==> src/rtl/uart_tx_fifo.sv <==
// UART transmitter with a small write FIFO and an internal baud counter.
// Ports:
//   clk, rst_n  - clock (rising edge) and asynchronous active-low reset
//   baud_div    - clocks per bit, latched at frame start (values below 2 act as 2)
//   tx_valid    - write request; a word is accepted when tx_valid && tx_ready
//   tx_data     - word to transmit
//   tx_ready    - FIFO can accept a word
//   tx_serial   - UART line, idle high
//   tx_busy     - frame in progress or FIFO holds words
//   fifo_level  - number of words held in the FIFO
module uart_tx_fifo #(
  parameter int unsigned DATA_BITS  = 8,
  parameter int unsigned PARITY     = 0,
  parameter int unsigned STOP_BITS  = 1,
  parameter int unsigned FIFO_DEPTH = 4,
  parameter int unsigned DIV_WIDTH  = 16
) (
  input  logic                          clk,
  input  logic                          rst_n,
  input  logic [DIV_WIDTH-1:0]          baud_div,
  input  logic                          tx_valid,
  input  logic [DATA_BITS-1:0]          tx_data,
  output logic                          tx_ready,
  output logic                          tx_serial,
  output logic                          tx_busy,
  output logic [$clog2(FIFO_DEPTH):0]   fifo_level
);

  localparam int unsigned PTR_W = $clog2(FIFO_DEPTH);
  localparam int unsigned LVL_W = PTR_W + 1;
  localparam int unsigned BIT_W = $clog2(DATA_BITS);

  typedef enum logic [2:0] {
    ST_IDLE,
    ST_START,
    ST_DATA,
    ST_PARITY,
    ST_STOP
  } state_e;

  state_e                 state_q, state_d;
  logic [DIV_WIDTH-1:0]   cnt_q, cnt_d;
  logic [DIV_WIDTH-1:0]   per_q, per_d;
  logic [DATA_BITS-1:0]   shift_q, shift_d;
  logic                   par_q, par_d;
  logic [BIT_W-1:0]       bit_q, bit_d;
  logic                   stop_q, stop_d;
  logic [PTR_W-1:0]       rd_ptr_q, rd_ptr_d;
  logic [PTR_W-1:0]       wr_ptr_q, wr_ptr_d;
  logic [LVL_W-1:0]       level_q, level_d;
  logic                   serial_q, serial_d;
  logic                   ready_q, ready_d;
  logic                   busy_q, busy_d;

  logic [DATA_BITS-1:0]   mem_q [FIFO_DEPTH];

  logic                   push;
  logic                   pop;
  logic                   start_frame;
  logic                   bit_end;
  logic [DATA_BITS-1:0]   head;

  // FIFO storage; contents are never reset and only read behind the level count
  always_ff @(posedge clk) begin
    if (push) begin
      mem_q[wr_ptr_q] <= tx_data;
    end
  end

  // Next-state, FIFO bookkeeping and line value
  always_comb begin
    state_d     = state_q;
    cnt_d       = cnt_q;
    per_d       = per_q;
    shift_d     = shift_q;
    par_d       = par_q;
    bit_d       = bit_q;
    stop_d      = stop_q;
    serial_d    = serial_q;
    start_frame = 1'b0;
    pop         = 1'b0;

    push    = tx_valid && ready_q;
    head    = mem_q[rd_ptr_q];
    bit_end = (cnt_q == per_q - DIV_WIDTH'(1));

    // Bit-period counter runs in every non-idle state and wraps at each bit boundary
    if (state_q != ST_IDLE) begin
      cnt_d = bit_end ? '0 : cnt_q + DIV_WIDTH'(1);
    end

    case (state_q)
      ST_IDLE: begin
        serial_d = 1'b1;
        // level_q excludes a word pushed on this edge, so it waits one cycle
        if (level_q != '0) begin
          start_frame = 1'b1;
        end
      end
      ST_START: begin
        if (bit_end) begin
          state_d  = ST_DATA;
          bit_d    = '0;
          serial_d = shift_q[0];
        end
      end
      ST_DATA: begin
        if (bit_end) begin
          if (bit_q == BIT_W'(DATA_BITS - 1)) begin
            if (PARITY != 0) begin
              state_d  = ST_PARITY;
              serial_d = par_q;
            end else begin
              state_d  = ST_STOP;
              stop_d   = 1'b0;
              serial_d = 1'b1;
            end
          end else begin
            bit_d    = bit_q + BIT_W'(1);
            shift_d  = shift_q >> 1;
            serial_d = shift_q[1];
          end
        end
      end
      ST_PARITY: begin
        if (bit_end) begin
          state_d  = ST_STOP;
          stop_d   = 1'b0;
          serial_d = 1'b1;
        end
      end
      ST_STOP: begin
        if (bit_end) begin
          if (stop_q == 1'(STOP_BITS - 1)) begin
            // Chain straight into the next frame when words are waiting
            if (level_q != '0) begin
              start_frame = 1'b1;
            end else begin
              state_d  = ST_IDLE;
              serial_d = 1'b1;
            end
          end else begin
            stop_d = 1'b1;
          end
        end
      end
      default: begin
        state_d  = ST_IDLE;
        serial_d = 1'b1;
      end
    endcase

    // Pop head word, latch divisor and parity, drive the start bit
    if (start_frame) begin
      pop      = 1'b1;
      state_d  = ST_START;
      serial_d = 1'b0;
      cnt_d    = '0;
      per_d    = (baud_div < DIV_WIDTH'(2)) ? DIV_WIDTH'(2) : baud_div;
      shift_d  = head;
      par_d    = (PARITY == 1) ? ~(^head) : ^head;
      bit_d    = '0;
      stop_d   = 1'b0;
    end

    rd_ptr_d = rd_ptr_q + PTR_W'(pop);
    wr_ptr_d = wr_ptr_q + PTR_W'(push);
    level_d  = level_q + LVL_W'(push) - LVL_W'(pop);
    ready_d  = (level_d != LVL_W'(FIFO_DEPTH));
    busy_d   = (state_d != ST_IDLE) || (level_d != '0);
  end

  // State and output registers
  always_ff @(posedge clk or negedge rst_n) begin
    if (!rst_n) begin
      state_q  <= ST_IDLE;
      cnt_q    <= '0;
      per_q    <= DIV_WIDTH'(2);
      shift_q  <= '0;
      par_q    <= 1'b0;
      bit_q    <= '0;
      stop_q   <= 1'b0;
      rd_ptr_q <= '0;
      wr_ptr_q <= '0;
      level_q  <= '0;
      serial_q <= 1'b1;
      ready_q  <= 1'b1;
      busy_q   <= 1'b0;
    end else begin
      state_q  <= state_d;
      cnt_q    <= cnt_d;
      per_q    <= per_d;
      shift_q  <= shift_d;
      par_q    <= par_d;
      bit_q    <= bit_d;
      stop_q   <= stop_d;
      rd_ptr_q <= rd_ptr_d;
      wr_ptr_q <= wr_ptr_d;
      level_q  <= level_d;
      serial_q <= serial_d;
      ready_q  <= ready_d;
      busy_q   <= busy_d;
    end
  end

  assign tx_ready   = ready_q;
  assign tx_serial  = serial_q;
  assign tx_busy    = busy_q;
  assign fifo_level = level_q;

endmodule

==> config.mk <==
export PLATFORM = sky130hd
export DESIGN_NAME = uart_tx_fifo
export DESIGN_NICKNAME = d
export VERILOG_FILES = /design/src/rtl/uart_tx_fifo.sv
export SDC_FILE = /design/constraint.sdc
export NUM_CORES = 1
export LEC_CHECK = 0
export ABC_CLOCK_PERIOD_IN_PS = 4000
export BUFFER_PORTS_ARGS = -buffer_cell sky130_fd_sc_hd__buf_2
export CAP_MARGIN = 40
export CORE_MARGIN = 1.5
export CORE_UTILIZATION = 56
export CTS_BUF_LIST = sky130_fd_sc_hd__clkbuf_4
export CTS_CLUSTER_DIAMETER = 120
export DETAILED_ROUTE_END_ITERATION = 7
export GPL_ROUTABILITY_DRIVEN = 0
export PLACE_DENSITY = 0.84
export SYNTH_ARGS = -nofsm -noshare
export SYNTH_HDL_FRONTEND = slang
export SYNTH_SLANG_ARGS = --single-unit
export TNS_END_PERCENT = 30
==> constraint.sdc <==
create_clock -name clk -period 4 [get_ports clk]
set_clock_uncertainty 0.15 [all_clocks]
set_input_delay 0.8 -clock clk [delete_from_list [all_inputs] [get_ports clk]]
set_output_delay 0.8 -clock clk [all_outputs]
set_load 0.005 [all_outputs]
# After elaboration in Yosys (flattened, before gate mapping)
# Memory sizes are Yosys's and may differ from the RTL's.
# Cells that the tools add are included.
dict set report classes {
  reduce_logical 16
  n_mux 45
  eq_ne 16
  n_addsub 7
  n_lt_le_gt_ge 1
}
# operator count
set op_table {}
lappend op_table {{16-bit 2-to-1 mux} 4}
lappend op_table {{3-bit 2-to-1 mux} 12}
lappend op_table {{8-bit 2-to-1 mux} 4}
lappend op_table {{3-bit inequality test (second input constant)} 9}
lappend op_table {{1-bit 2-to-1 mux} 20}
lappend op_table {{16-bit by 1-bit adder with 16-bit output (second input constant)} 1}
lappend op_table {{16-bit == test} 1}
lappend op_table {{16-bit by 2-bit < comparator with 1-bit output (second input constant)} 1}
lappend op_table {{16-bit by 1-bit subtractor with 16-bit output (second input constant)} 1}
lappend op_table {{3-bit case mux with 5 select lines} 1}
lappend op_table {{3-bit nonzero test} 5}
lappend op_table {{3-bit by 2-bit == test with 1-bit output (second input constant)} 2}
lappend op_table {{3-bit == test (second input constant)} 2}
lappend op_table {{3-bit case mux with 2 select lines} 1}
lappend op_table {{6-bit AND reduction} 1}
lappend op_table {{2-bit nonzero test} 3}
lappend op_table {{5-bit AND reduction} 1}
lappend op_table {{2-bit by 1-bit adder with 2-bit output} 2}
lappend op_table {{1-bit case mux with 4 select lines} 1}
lappend op_table {{4-bit AND reduction} 1}
lappend op_table {{4-bit nonzero test} 1}
lappend op_table {{3-bit by 1-bit adder with 3-bit output} 1}
lappend op_table {{3-bit by 1-bit adder with 3-bit output (second input constant)} 1}
lappend op_table {{3-bit by 1-bit == test with 1-bit output (second input constant)} 1}
lappend op_table {{8 further kinds} 8}
dict set report word_totals {
  inputBits 27
  mem_count 1
  ramBits 32
  out_inout_bits 6
  ff_bits 57
}
# memory words word_bits read_ports rd_ports_with_merged_regs wr line
set mem_list {}
lappend mem_list {mem_q 4 8 1 0 1 55} ;# logic [DATA_BITS-1:0] mem_q [FIFO_DEPTH];

# Logic depth before layout (Yosys ltp)
# Gate-level depths: netlist (run 1).
dict set report depth {
  word_depth 9
  ltp_mapped 19
  mapped_depth_nobuf 17
}

# Worst setup path after synthesis (run 1)
# OpenSTA, ideal clock, no wires.
dict set report synth_timing {
  path_type {register to register}
  from {register per_q[3]}
  to {register busy_q (netlist: tx_busy)}
  setup_time_ns 0.145
  slack_ns -0.285
  t_arrival_ns 3.989
  synth_period_minus_slack_ns 4.285
  stages_incl_launch_ff 19
  n_path_buf 3
  cell_sequence {dfrtp_1 -> buf_2 -> or4_4 -> nor3_1 -> nand4b_1 -> a2111o_1 -> a2111oi_4 -> a21oi_2 -> nand2b_4 -> buf_6 -> buf_6 -> xnor2_1 -> ha_1 -> inv_1 -> fa_1 -> xnor2_1 -> xnor2_1 -> a21oi_1 -> nand4_1}
}
dict set report synth_via {
  elab_chain_len 8
  elab_cells_between_ends 15
  classes_between {add/sub (2); eq/ne (1); mux (9); reduce/logical (3)}
}
# item line
set synth_lines {}
lappend synth_lines {{start, declared} 43} ;# logic [DIV_WIDTH-1:0] per_q, per_d;
lappend synth_lines {{start signal, assigned} 192} ;# per_q <= per_d;
lappend synth_lines {{16-bit by 1-bit subtractor with 16-bit output} 85} ;# bit_end = (cnt_q == per_q - DIV_WIDTH'(1));
lappend synth_lines {{16-bit == test} 85}
lappend synth_lines {{1-bit 2-to-1 mux} 133} ;# if (bit_end) begin
lappend synth_lines {{1-bit case mux with 2 select lines} 92} ;# case (state_q)
lappend synth_lines {{1-bit 2-to-1 mux} 154} ;# if (start_frame) begin
lappend synth_lines {{3-bit by 1-bit subtractor with 3-bit output} 168} ;# level_d = level_q + LVL_W'(push) - LVL_W'(pop);
lappend synth_lines {{net level_d[2]} 50} ;# logic [LVL_W-1:0] level_q, level_d;
lappend synth_lines {{3-bit nonzero test} 170} ;# busy_d = (state_d != ST_IDLE) || (level_d != '0);
lappend synth_lines {{1-bit logical OR} 170}
lappend synth_lines {{net busy_d} 53} ;# logic busy_q, busy_d;
lappend synth_lines {{end signal, assigned} 202} ;# busy_q <= busy_d;
lappend synth_lines {{end, declared} 53}
# The timed path passes the listed nets, and every way through them passes these cells.
# A chain may end at the register's enable or synchronous reset.

# Worst setup path in the final report (run 1)
dict set report layout_timing {
  from {register per_q[1]}
  to {register busy_q (netlist: tx_busy)}
}
# The elaborated chain is that of the path after synthesis.

==> impl_metrics.py, run 1 <==
metrics = {
    "yosys": {
        "synth-async-reset-ratio": 0.636,
        "ys_seq_area_frac": 0.528,
        "syn_inst": 372,
        "synth_area_um2": 4480,
        "synth_area_per_cell_um2": 12.1,
        "synth_edf_count": 32,
        "ys_warn_count": 0,
        "yosys.cell_types.count": 62,
        "synth_fp_nets": 406,
        "synth_seq_cells": 88,
        "synthFlopType": "dfrtp_1",
    },
    "worst_hold_path": {
        "worstHoldPathType": "in2async",
    },
    "clock_tree": {
        "cts.sinks": 88,
        "cts_tree": "done",
        "cts_max_level": 3,
        "hold_buffers": 0,
        "clockBufferDepth": 2,
        "cts_root_buf": "clkbuf_4",
        "cts_buffers": 9,
        "insertion_delay_ns": 0.45,
        "path_clk_slew_ns": 0.15,
    },
    "route": {
        "wire_per_inst_um": 16.5,
        "drc": 0,
        "antenna_left": 0,
        "drt-pass1-iter-count": 4,
        "dr.first_iter.drc_count": 120,
        "vias": 3022,
        "via_per_inst": 5.78,
        "routed_wl_um": 8610,
    },
    "flow_run": {
        "cap_violations": 0,
    },
    "power_and_ir_drop": {
        "vdd_drop_max_mv": 0.386,
        "power.density_nw_per_um2": 412,
        "power_uw": 2080,
        "p_leak_uw": 0.00209,
    },
    "worst_setup_path": {
        "worstPathArrival_ns": 4.00,
        "worst-path-max-fanout": 5,
        "startpoint_type": "flop",
        "cp_slowest_cell": "dfstp_2",
        "slowest_delay_ns": 0.59,
        "crit_type": "reg2reg",
        "cp-end-kind": "flop",
        "cpMostUsedCell": "xnor2_2",
        "crit_chain": "inv_2, ha_4, nand2b_4, xnor2_2, a31oi_1, or4b_4, a2111oi_4, a21oi_2, nand2b_4, xnor2_2, ha_2, inv_2, fa_2, xnor2_2, xnor2_1, a21oi_1, nand4_1",
        "cp.required_ns": 4.18,
    },
    "floorplan": {
        "die_h_um": 92.5,
        "io_pins": 33,
        "placementRows": 32,
        "die_x_um": 92.5,
        "core_area_um2": 7730,
        "dieArea_um2": 8550,
        "initial_utilization": 0.580,
    },
    "placed_design": {
        "hpwl_um": 6350,
        "io_buffers": 32,
        "dpl_cell_area_um2": 4880,
    },
    "global_route": {
        "grt_pass1_wl_um": 14200,
        "grt_util_all_layers": 0.213,
        "grt_pass1_vias": 3023,
        "grt_max_degree": 35,
        "antenna_found_initial": 0,
        "overflow": 0,
    },
    "finish": {
        "nNetsFinal": 450,
        "stdcell_area_um2": 5050,
        "final_common_cell": "dfrtp_1",
        "multiInputGateArea_um2": 2090,
        "mostFrequentLayoutCells": "52 x dfrtp_1, 34 x nor2_1, 33 x buf_2",
        "n_fill_cell": 561,
        "fin_util": 0.653,
        "area_growth_pct": 12.6,
        "drive_gt1_frac": 0.283,
        "antenna_cells": 0,
        "seqCellArea_um2": 2370,
    },
    "timing": {
        "finalSetupViolCount": 0,
        "fin_crit_ns": 3.83,
        "maxSlewHeadroom": 0.487,
        "min_period_over_period": 0.957,
        "tightest_slew_ns": 0.769,
        "report.final.slew_viol_count": 0,
        "clock.fmax_mhz": 261,
        "hold_viol_final": 0,
        "rsz0062_at_grt": "yes",
    },
    "status": {
        "status": "completed",
    },
}
final timing paths:
kind / startpoint / to / slack [ns] / cells after the start
worst max-delay path: per_q[1] / tx_busy / 0.17 / 17
worst min-delay path: rst_n / per_q[13] / 0.26 / 1
worst max register to register: per_q[1] / tx_busy / 0.17 / 17
worst min register to register: shift_q[5] / shift_q[4] / 0.37 / 1
max in group asynchronous: rst_n / per_q[1] / 2.58 / 2
min in group clk: shift_q[5] / shift_q[4] / 0.37 / 1
timing repair:
item,4_1_cts,5_1_grt
resized for setup,0,6
buffers inserted,0,0
setup endpoints to repair,0,3
worst max-delay path, delay by kind of cell, from the launching register on:
family	cells	cell delay, ns
compound gates	4	0.80
xor+xnor	4	0.50
fa+ha+maj	3	0.69
buf+inv	2	0.09
flops	1	0.59
simple gates	4	0.89
Yosys cell counts, types with 4 or more instances:
master    count  area, µm²
a21oi_1      11       55.1
mux2_4       11        165
or3_1         4       25.0
nor3b_1       7       52.6
edfxtp_1     32        961
nand3_1      10       50.1
xnor2_1      17        149
o21ai_0       4       20.0
nand2_1      19       71.3
dfrtp_1      53       1330
mux4_2        8        180
mux2_2        4       45.0
nor3_1       12       60.1
clkbuf_1      9       33.8
inv_1        13       48.8
nor2_1       34        128
o211ai_1      5       37.5
ha_1          6       75.1
xor2_1       18        158
nand3b_1      4       30.0
mux2i_1       5       50.1
nor4_1        7       43.8
and3_1        4       25.0
nand4_1       8       50.1
sequential cells by signal, summed over array words and instances, names as in the netlist:
name        flops
mem_q          32
cnt_q          16
per_q          16
shift_q         8
bit_q           3
fifo_level      3
state_q         3
rd_ptr_q        2
wr_ptr_q        2
tx_busy         1
tx_ready        1
tx_serial       1
metal layers:
layer  up-vias  wire length, µm  global-route usage
met5         -                0                   0
met4         0              168              0.0692
met3        15              330              0.0542
met2        61             4490               0.373
met1      1487             3620               0.257
li1       1459                -                   -
per-stage QoR:
stage | setup slack, ns | instances | hold WS (ns) | TNS, ns
global route | -0.0394 | 523 | 0.317 | -0.0394
detailed placement | 0.0764 | 507 | 0.336 | 0
CTS | 0.0461 | 523 | 0.276 | 0
floorplan | -0.0789 | 372 | 0.309 | -0.0789
finish | 0.172 | 523 | 0.261 | 0
global placement | 0.151 | 506 | 0.322 | 0
cell families (layout without fill, tap and decap cells):
group | count (synthesis) | after routing | share of synthesized area
adders and majority gates | 7 | 7 | 0.0212
DFF | 88 | 88 | 0.528
AOI/OAI and AO/OA | 51 | 51 | 0.0868
muxes | 31 | 31 | 0.106
and+or+nand+nor | 131 | 131 | 0.160
xor gates and xnor gates | 35 | 35 | 0.0684
buffers and inverters | 29 | 78 | 0.0299
area by class of cell:
| class | instances | share of cell area |
|---|---|---|
| inverters | 13 | 0.00966 |
| repair buffers | 49 | 0.0565 |
| well taps | 102 | 0.0253 |
| clock inverters | 7 | 0.0129 |
| clock buffers | 9 | 0.0134 |
| multi-input cells | 255 | 0.414 |
| flip-flops and latches | 88 | 0.469 |
where the power goes:
| group | internal [µW] | switching [µW] |
|---|---|---|
| clock | 146 | 339 |
| sequential | 1070 | 112 |
| combinational | 207 | 203 |
No activity file was read; power rests on OpenSTA's default activity.
==> run 2: changes to the inputs <==
RECOVER_POWER = 25   (was default)
==> impl_metrics.py, run 2 (synthesis results as in run 1) <==
metrics = {
    "power_and_ir_drop": {
        "power.density_nw_per_um2": 412,
        "power_uw": 2080,
        "vdd_drop_max_mv": 0.385,
        "p_leak_uw": 0.00206,
    },
    "status": {
        "violations": "max-capacitance violations, max-slew violations",
        "status": "finished with violations",
    },
    "timing": {
        "maxSlewHeadroom": -0.234,
        "rsz0062_at_grt": "yes",
        "tns_ns": 0,
        "tightest_slew_ns": 1.85,
        "min_period_over_period": 0.957,
        "report.final.slew_viol_count": 35,
        "hold_viol_final": 0,
        "clock.fmax_mhz": 261,
        "fin_crit_ns": 3.83,
        "finalSetupViolCount": 0,
    },
    "worst_setup_path": {
        "cpMostUsedCell": "xnor2_2",
        "worst-path-max-fanout": 5,
        "startpoint_type": "flop",
        "crit_type": "reg2reg",
        "crit_chain": "inv_2, ha_4, nand2b_4, xnor2_2, a31oi_1, or4b_4, a2111oi_4, a21oi_2, nand2b_4, xnor2_2, ha_2, inv_2, fa_2, xnor2_2, xnor2_1, a21oi_1, nand4_1",
        "cp_slowest_cell": "dfstp_2",
        "worstPathArrival_ns": 4.00,
        "cp-end-kind": "flop",
        "slowest_delay_ns": 0.59,
        "cp.required_ns": 4.18,
    },
    "finish": {
        "multiInputGateArea_um2": 2090,
        "mostFrequentLayoutCells": "52 x dfrtp_1, 34 x nor2_1, 32 x edfxtp_1",
        "seqCellArea_um2": 2370,
        "largest_register_ff_count": 32,
        "area_growth_pct": 12.4,
        "antenna_cells": 0,
        "drive_gt1_frac": 0.261,
        "final_common_cell": "dfrtp_1",
        "instances_no_fill": 523,
        "nNetsFinal": 450,
        "largest_register": "mem_q",
        "reg_top3": "mem_q x32, cnt_q x16, per_q x16",
        "n_fill_cell": 564,
        "stdcell_area_um2": 5040,
    },
    "floorplan": {
        "placementRows": 32,
        "initial_utilization": 0.580,
        "die_x_um": 92.5,
        "die_h_um": 92.5,
        "dieArea_um2": 8550,
        "io_pins": 33,
        "core_area_um2": 7730,
    },
    "route": {
        "routed_wl_um": 8620,
        "via_per_inst": 5.79,
        "drt-pass1-iter-count": 4,
        "vias": 3027,
        "antenna_left": 0,
        "drc": 0,
        "wire_per_inst_um": 16.5,
        "dr.first_iter.drc_count": 123,
    },
    "clock_tree": {
        "insertion_delay_ns": 0.45,
        "cts_root_buf": "clkbuf_4",
        "path_clk_slew_ns": 0.17,
        "cts.sinks": 88,
        "cts_buffers": 9,
        "hold_buffers": 0,
        "cts_max_level": 3,
        "clockBufferDepth": 2,
        "cts_tree": "done",
    },
    "placed_design": {
        "hpwl_um": 6350,
        "io_buffers": 32,
        "dpl_cell_area_um2": 4880,
        "dp_cells": 507,
    },
    "flow_run": {
        "cap_violations": 1,
    },
    "global_route": {
        "grt_pass1_wl_um": 14200,
        "antenna_found_initial": 0,
        "grt_max_degree": 35,
        "overflow": 0,
        "grt_pass1_vias": 3023,
        "grt_util_all_layers": 0.213,
    },
    "worst_hold_path": {
        "worstHoldPathType": "reg2reg",
    },
}
## run 2: through the flow
| step | utilization | setup WS, ns | hold WS [ns] |
|---|---|---|---|
| after floorplan | - | -0.0789 | 0.309 |
| after global placement | 0.631 | 0.151 | 0.322 |
| after detailed placement | 0.632 | 0.0764 | 0.336 |
| after CTS | 0.649 | 0.0461 | 0.276 |
| after global routing | 0.652 | -0.0394 | 0.398 |
| final | 0.652 | 0.172 | 0.368 |
## run 2: final timing paths
path                                    to  cells after the start  startpoint  slack (ns)
worst max-delay path               tx_busy                     17    per_q[1]        0.17
worst min-delay path            shift_q[4]                      1  shift_q[5]        0.37
worst max register to register     tx_busy                     17    per_q[1]        0.17
worst min register to register  shift_q[4]                      1  shift_q[5]        0.37
max in group asynchronous         per_q[1]                      2       rst_n        1.79
min in group asynchronous        per_q[13]                      1       rst_n        0.69
## run 2: routing by layer
metal / global-route usage / vias up / share of wire
li1: - / 1459 / -
met2: 0.373 / 60 / 0.52
met4: 0.0692 / 0 / 0.018
met3: 0.0542 / 14 / 0.038
met5: 0 / - / 0
met1: 0.257 / 1494 / 0.42
## run 2: area by class of cell
class / instances / share of cell area
clock inverters: 7 / 0.0129
well taps: 102 / 0.0253
flip-flops and latches: 88 / 0.470
clock buffers: 9 / 0.0134
inverters: 13 / 0.00968
repair buffers: 49 / 0.0544
multi-input cells: 255 / 0.414
## run 2: what timing repair did
| item | 4_1_cts | 5_1_grt |
|---|---|---|
| gates resized for setup | 0 | 6 |
| hold endpoints to repair | 0 | 0 |
| endpoints found under the setup margin | 0 | 3 |
| setup buffers | 0 | 0 |
## run 2: worst max-delay path: cells and delay by family, from the launching register on
kind                     cells  cell delay [ns]
AO/OA/AOI/OAI                4             0.80
XOR/XNOR                     4             0.50
adder cells (fa/ha/maj)      3             0.69
buffers and inverters        2             0.09
flip-flops                   1             0.59
AND/OR/NAND/NOR              4             0.89
## run 2: report_power, final
group / total [µW] / internal [µW] / switching [µW]
clock: 485 / 146 / 339
sequential: 1180 / 1070 / 112
combinational: 408 / 206 / 203
